[src/rtl/seg_scan_controller.sv]
// Multiplexed 7-segment scan controller: numeric, "OPEN"/"CLOSE" text and raw-segment modes.
// Optional whole-display blinking is built only when SEG_BLINK_EN is defined.
module seg_scan_controller #(
  parameter int DIGITS       = 6,
  parameter int CLK_DIV      = 1000,
  parameter int BLINK_FRAMES = 64
) (
  input  logic                  clk,
  input  logic                  rst_n,
  input  logic                  enable,
  input  logic [1:0]            mode,
  input  logic [4*DIGITS-1:0]   digit_data,
  input  logic [3:0]            digit_count,
  input  logic [DIGITS-1:0]     dp_mask,
  input  logic [8*DIGITS-1:0]   raw_seg,
  input  logic                  blink_en,
  output logic [7:0]            seg_data,
  output logic [DIGITS-1:0]     seg_pos,
  output logic                  scan_tick,
  output logic                  frame_start
);

  localparam int PW = (CLK_DIV > 1) ? $clog2(CLK_DIV) : 1;
  localparam int AW = (DIGITS > 1) ? $clog2(DIGITS) : 1;

  logic [PW-1:0]     presc;
  logic [AW-1:0]     ptr;
  logic [AW-1:0]     ptr_next;
  logic              tick_now;
  logic [3:0]        nib;
  logic [7:0]        raw;
  logic              dp;
  logic              shown;
  logic [7:0]        data_next;
  logic [DIGITS-1:0] pos_next;
  logic              blank;

  function automatic logic [7:0] hex_seg(input logic [3:0] n);
    case (n)
      4'h0: hex_seg = 8'hFC;
      4'h1: hex_seg = 8'h60;
      4'h2: hex_seg = 8'hDA;
      4'h3: hex_seg = 8'hF2;
      4'h4: hex_seg = 8'h66;
      4'h5: hex_seg = 8'hB6;
      4'h6: hex_seg = 8'hBE;
      4'h7: hex_seg = 8'hE0;
      4'h8: hex_seg = 8'hFE;
      4'h9: hex_seg = 8'hF6;
      4'hA: hex_seg = 8'hEE;
      4'hB: hex_seg = 8'h3E;
      4'hC: hex_seg = 8'h9C;
      4'hD: hex_seg = 8'h7A;
      4'hE: hex_seg = 8'h9E;
      default: hex_seg = 8'h8E;
    endcase
  endfunction

  // Characters past the last digit never get selected, so text truncates naturally.
  function automatic logic [7:0] open_seg(input logic [AW-1:0] p);
    case (int'(p))
      0: open_seg = 8'hFC;
      1: open_seg = 8'hCE;
      2: open_seg = 8'h9E;
      3: open_seg = 8'hEC;
      default: open_seg = 8'h00;
    endcase
  endfunction

  function automatic logic [7:0] close_seg(input logic [AW-1:0] p);
    case (int'(p))
      0: close_seg = 8'h9C;
      1: close_seg = 8'h1C;
      2: close_seg = 8'hFC;
      3: close_seg = 8'hB6;
      4: close_seg = 8'h9E;
      default: close_seg = 8'h00;
    endcase
  endfunction

  assign tick_now = (presc == PW'(CLK_DIV - 1));
  assign ptr_next = (ptr == AW'(DIGITS - 1)) ? '0 : ptr + AW'(1);

  always_ff @(posedge clk or negedge rst_n) begin
    if (!rst_n) begin
      presc <= '0;
    end else if (tick_now) begin
      presc <= '0;
    end else begin
      presc <= presc + PW'(1);
    end
  end

  // Everything below is computed for the digit the pointer moves to on this tick.
  always_comb begin
    nib      = '0;
    raw      = '0;
    dp       = 1'b0;
    pos_next = '1;
    for (int i = 0; i < DIGITS; i++) begin
      if (ptr_next == AW'(i)) begin
        nib                  = digit_data[4*i +: 4];
        raw                  = raw_seg[8*i +: 8];
        dp                   = dp_mask[i];
        pos_next[DIGITS-1-i] = 1'b0;
      end
    end
  end

  assign shown = (32'(digit_count) > 32'(ptr_next));

  always_comb begin
    data_next = '0;
    case (mode)
      2'd0: data_next = shown ? (hex_seg(nib) | {7'b0, dp}) : 8'h00;
      2'd1: data_next = open_seg(ptr_next);
      2'd2: data_next = close_seg(ptr_next);
      default: data_next = raw | {7'b0, dp};
    endcase
  end

`ifdef SEG_BLINK_EN
  localparam int BW = $clog2(BLINK_FRAMES + 1);
  logic [BW-1:0] blink_cnt, blink_cnt_next;
  logic          hidden, hidden_next;

  // The phase flips on the frame_start that begins frame BLINK_FRAMES+1, so digit 0
  // of that frame already sees the new phase.
  always_comb begin
    blink_cnt_next = blink_cnt;
    hidden_next    = hidden;
    if (!blink_en) begin
      blink_cnt_next = '0;
      hidden_next    = 1'b0;
    end else if (tick_now && (ptr_next == '0)) begin
      if (blink_cnt == BW'(BLINK_FRAMES)) begin
        blink_cnt_next = BW'(1);
        hidden_next    = !hidden;
      end else begin
        blink_cnt_next = blink_cnt + BW'(1);
      end
    end
  end

  always_ff @(posedge clk or negedge rst_n) begin
    if (!rst_n) begin
      blink_cnt <= '0;
      hidden    <= 1'b0;
    end else begin
      blink_cnt <= blink_cnt_next;
      hidden    <= hidden_next;
    end
  end

  assign blank = blink_en && hidden_next;
`else
  logic blink_unused;
  assign blink_unused = blink_en;
  assign blank        = 1'b0;
`endif

  always_ff @(posedge clk or negedge rst_n) begin
    if (!rst_n) begin
      ptr         <= AW'(DIGITS - 1);
      seg_data    <= '0;
      seg_pos     <= '1;
      scan_tick   <= 1'b0;
      frame_start <= 1'b0;
    end else if (tick_now) begin
      ptr         <= ptr_next;
      seg_pos     <= enable ? pos_next : '1;
      seg_data    <= (enable && !blank) ? data_next : 8'h00;
      scan_tick   <= 1'b1;
      frame_start <= (ptr_next == '0);
    end else begin
      scan_tick   <= 1'b0;
      frame_start <= 1'b0;
    end
  end

endmodule

[config.mk]
export PLATFORM = sky130hd
export DESIGN_NAME = seg_scan_controller
export DESIGN_NICKNAME = d
export VERILOG_FILES = /design/src/rtl/seg_scan_controller.sv
export SDC_FILE = /design/constraint.sdc
export NUM_CORES = 1
export LEC_CHECK = 0
export CELL_PAD_IN_SITES_DETAIL_PLACEMENT = 2
export CELL_PAD_IN_SITES_GLOBAL_PLACEMENT = 2
export CORE_ASPECT_RATIO = 1.5
export CORE_MARGIN = 2
export CORE_UTILIZATION = 22
export DETAILED_ROUTE_END_ITERATION = 12
export PLACE_DENSITY_LB_ADDON = 0.1
export SLEW_MARGIN = 20
export SYNTH_ARGS = -nofsm -noshare
export SYNTH_HDL_FRONTEND = slang
export SYNTH_SLANG_ARGS = --single-unit
[constraint.sdc]
create_clock -name clk -period 2.31 [get_ports clk]
set_input_delay 0.693 -clock clk [delete_from_list [all_inputs] [get_ports clk]]
set_output_delay 0.693 -clock clk [all_outputs]
set_load 0.005 [all_outputs]
==> summary.txt <==
Run status
  • Status: finished, violations left
  • Failing checks: negative setup slack

CTS
  • Clock Latency Late Sink: 0.28 ns
  • TritonCTS clock tree: built
  • Clock slew at reported path FFs: 0.06 ns
  • TritonCTS Sinks: 29
  • Clock Tree Root: clkbuf_16
  • CTS Buffer Depth: 2
  • H-tree Lvls: 2
  • Hold-fix buffers, CTS: 0
  • CTS buffer count: 5

Place
  • Placer Congestion: 0.749
  • PortBufs: 102
  • Dpl ws: -0.607 ns
  • Placement-stage cell area: 3950 um^2
  • DP Wirelength: about 9100 um

Setup path
  • Slack of the worst reg-to-reg path: -0.05 ns
  • Critical path class: reg2reg
  • RR Endpoint: seg_data[1]
  • FF-to-FF Start: ptr[0]
  • CP bufs+invs: 2
  • CP max-delay cell: dfstp_2
  • CP Max Fanout: 5
  • Crit path DAT: 2.53 ns
  • WP depth: 10
  • CP delay by family, top: compound AO/OA/AOI/OAI gates
  • Worst path cell trace: buf_12 -> inv_6 -> mux2i_4 -> ha_4 -> nor2b_4 -> o21ai_2 -> a32oi_2 -> o21a_4 -> o221a_1 -> a221o_1
  • Reg2Reg Depth: 10
  • CP endpoint kind: register
  • Startpoint Class: register
  • Crit path largest cell delay: 0.63 ns
  • CP required: 2.47 ns

Synthesis
  • Yosys Warn Count: 0
  • Synth Flop Type: dfrtp_1
  • Area leader, netlist: dfrtp_1
  • Area share of the largest cell type after synthesis: between 20% and 30%
  • #FFs+latches synth: 29
  • Mapped Area: 2480 um^2
  • Syn Inst Count: 287
  • Syn_nets: 385
  • EDFF count, synth: 0
  • Post-synth ARST share: 100%
  • Avg Cell Area, Syn: 8.64 um^2
  • Top cells by area, synth: dfrtp_1 21%, dfstp_2 8.5%, mux2i_1 7.7%, a21oi_1 5.5%, ha_1 5.0%
  • Yosys cell types: 61
  • Register area share after synthesis: between 20% and 30%

Timing
  • Slew margin rel.: 70.6%
  • Max Slew Vio Count: 0
  • Min Tclk post-route: roughly 2.4 ns
  • Worst Tran Pin Value: roughly 0.44 ns
  • Max frequency: 423 MHz
  • Final Skew: just over 0.006 ns
  • Setup ws final: -0.0548 ns
  • Unrepaired setup endpoints after global routing: yes
  • Tcrit/Tclk final: 102%
  • Hold Fails Final Rpt: 0
  • # setup viols final: 3

Final layout
  • Final Util: 41.4%
  • Most common cell after layout, fill and taps aside: clkdlybuf4s50_1
  • Layout cells sized above 1: 29.6%
  • Cell area after layout: 4560 um^2
  • Commonest cells after routing, fill and taps aside: 93 x clkdlybuf4s50_1, 46 x buf_4, 25 x a21oi_1
  • Area grow syn2layout: 83.9%
  • Layout Nets: 539
  • Inserted Diodes: 0

Pwr
  • Power per cell area: 338 nW/um^2
  • Max VDD drop: 227 uV
  • LEAKAGE: 1.81 nW

Floorplan
  • Core box area: 11000 um^2
  • Die Span Y: ~130 um
  • Die extent in x: slightly above 90 um
  • # IOs: 104
  • Starting Density: 22.5%
  • Die area: 12100 um^2
  • Cell row count: 47

Routing
  • Post-DRT Antenna Nets: 0
  • Initial DRC Count: 68
  • Drt pass-1 iters: 4
  • Number of remaining DRC errors: 0
  • Wirelength, routed: 12300 um
  • Wire length per cell: 20.9 um
  • DR vias: around 2900
  • Post-DR vias/cell: approximately 4.9

Global route
  • Total gr overflow: 0
  • Vias in the first global route: 3377
  • First-pass GRT wire length: approximately 19000 um
  • Gr usage total: 20.8%
  • Initial antenna violation count: 0
  • Largest net degree at the start of global routing: 30

Min path
  • Hold path cells: 1
  • Hold crit path type: reg2reg
  • Worst Hold Path EP: presc[0]
  • Worst hold start: presc[0]

Job
  • Total of max-cap violations: 0
cells in the mapped netlist, types with 3 or more instances:
cell / number
xnor2_1: 5
and2_1: 9
buf_2: 4
a221o_1: 7
o22ai_1: 3
clkbuf_1: 6
o21ai_0: 9
nand2_1: 21
dfstp_2: 8
a21oi_1: 27
nor2_1: 25
nand3_1: 7
nand2b_1: 7
nor3_1: 4
ha_1: 10
dfrtp_1: 21
buf_6: 6
a211oi_1: 6
a22oi_1: 5
inv_1: 9
or3_1: 3
mux2i_1: 19
a31oi_1: 7
a2bb2oi_1: 3
a22o_1: 4
nor2b_1: 4
state kept, by name (all words and copies together), names as in the netlist:
| register | cells |
|---|---|
| presc | 10 |
| seg_data | 8 |
| seg_pos | 6 |
| ptr | 3 |
| frame_start | 1 |
| scan_tick | 1 |
layout make-up:
class,count,area [um^2]
flip-flops and latches,29,737
fillers,1215,6440
clock inverters,3,17.5
repair buffers,165,1580
inverters,13,58.8
well taps,147,184
multi-input cells,227,1860
clock buffers,5,125
metal layers:
layer,GRT usage [%],routed length [um],up-vias
li1,-,-,1372
met1,22.3,4630,1458
met2,42.5,7220,63
met3,2.70,330,8
met4,4.19,136,0
met5,0,0,-
worst max-delay path by stage:
stage	slack [ns]	endpoint	from
6_report	-0.05	seg_data[1]	ptr[0]
5_1_grt	-0.14	seg_data[1]	ptr[2]
3_5_place_dp	-0.61	seg_data[2]	digit_data[8]
3_3_place_gp	-0.55	seg_data[2]	digit_data[8]
4_1_cts	-0.03	seg_data[4]	ptr[0]
2_1_floorplan	-0.05	seg_data[1]	ptr[0]
per-stage QoR:
step | hold slack (ns) | total power, W | TNS, ns | cells
after floorplan | 0.397 | 0.000619 | -0.0474 | 287
after global placement | 0.449 | 0.000838 | -3.90 | 565
after detailed placement | 0.453 | 0.000845 | -4.26 | 565
after CTS | 0.461 | 0.00155 | -0.114 | 585
after global routing | 0.473 | 0.00160 | -0.743 | 589
final | 0.458 | 0.00154 | -0.127 | 589
cell families after synthesis:
logic type	Yosys count	synth area share, %
simple gates	89	18.4
xor+xnor	7	2.47
fa+ha+maj	10	5.05
buf+inv	32	7.27
mux	21	8.73
flops	29	29.7
compound gates	99	28.4
worst register-to-register path, delay by kind of cell (launching register included):
family          cells  cell delay [ns]
compound gates      5             0.91
fa+ha+maj           1             0.23
buf+inv             2             0.17
flops               1             0.63
mux                 1             0.18
simple gates        1             0.12
report_power, final:
group          total, W  leakage (nW)  internal (W)  switching [W]
logic          0.000377          1.39      0.000235       0.000141
clock network  0.000654        0.0696      0.000395       0.000259
registers      0.000511         0.354      0.000510    0.000000807
timing repair:
action,4_1_cts,5_1_grt
cloned,1,0
pin swaps,30,9
setup buffers,13,4
setup endpoints to repair,8,8
gates resized for setup,67,15
(Power assumes the default switching activity.)
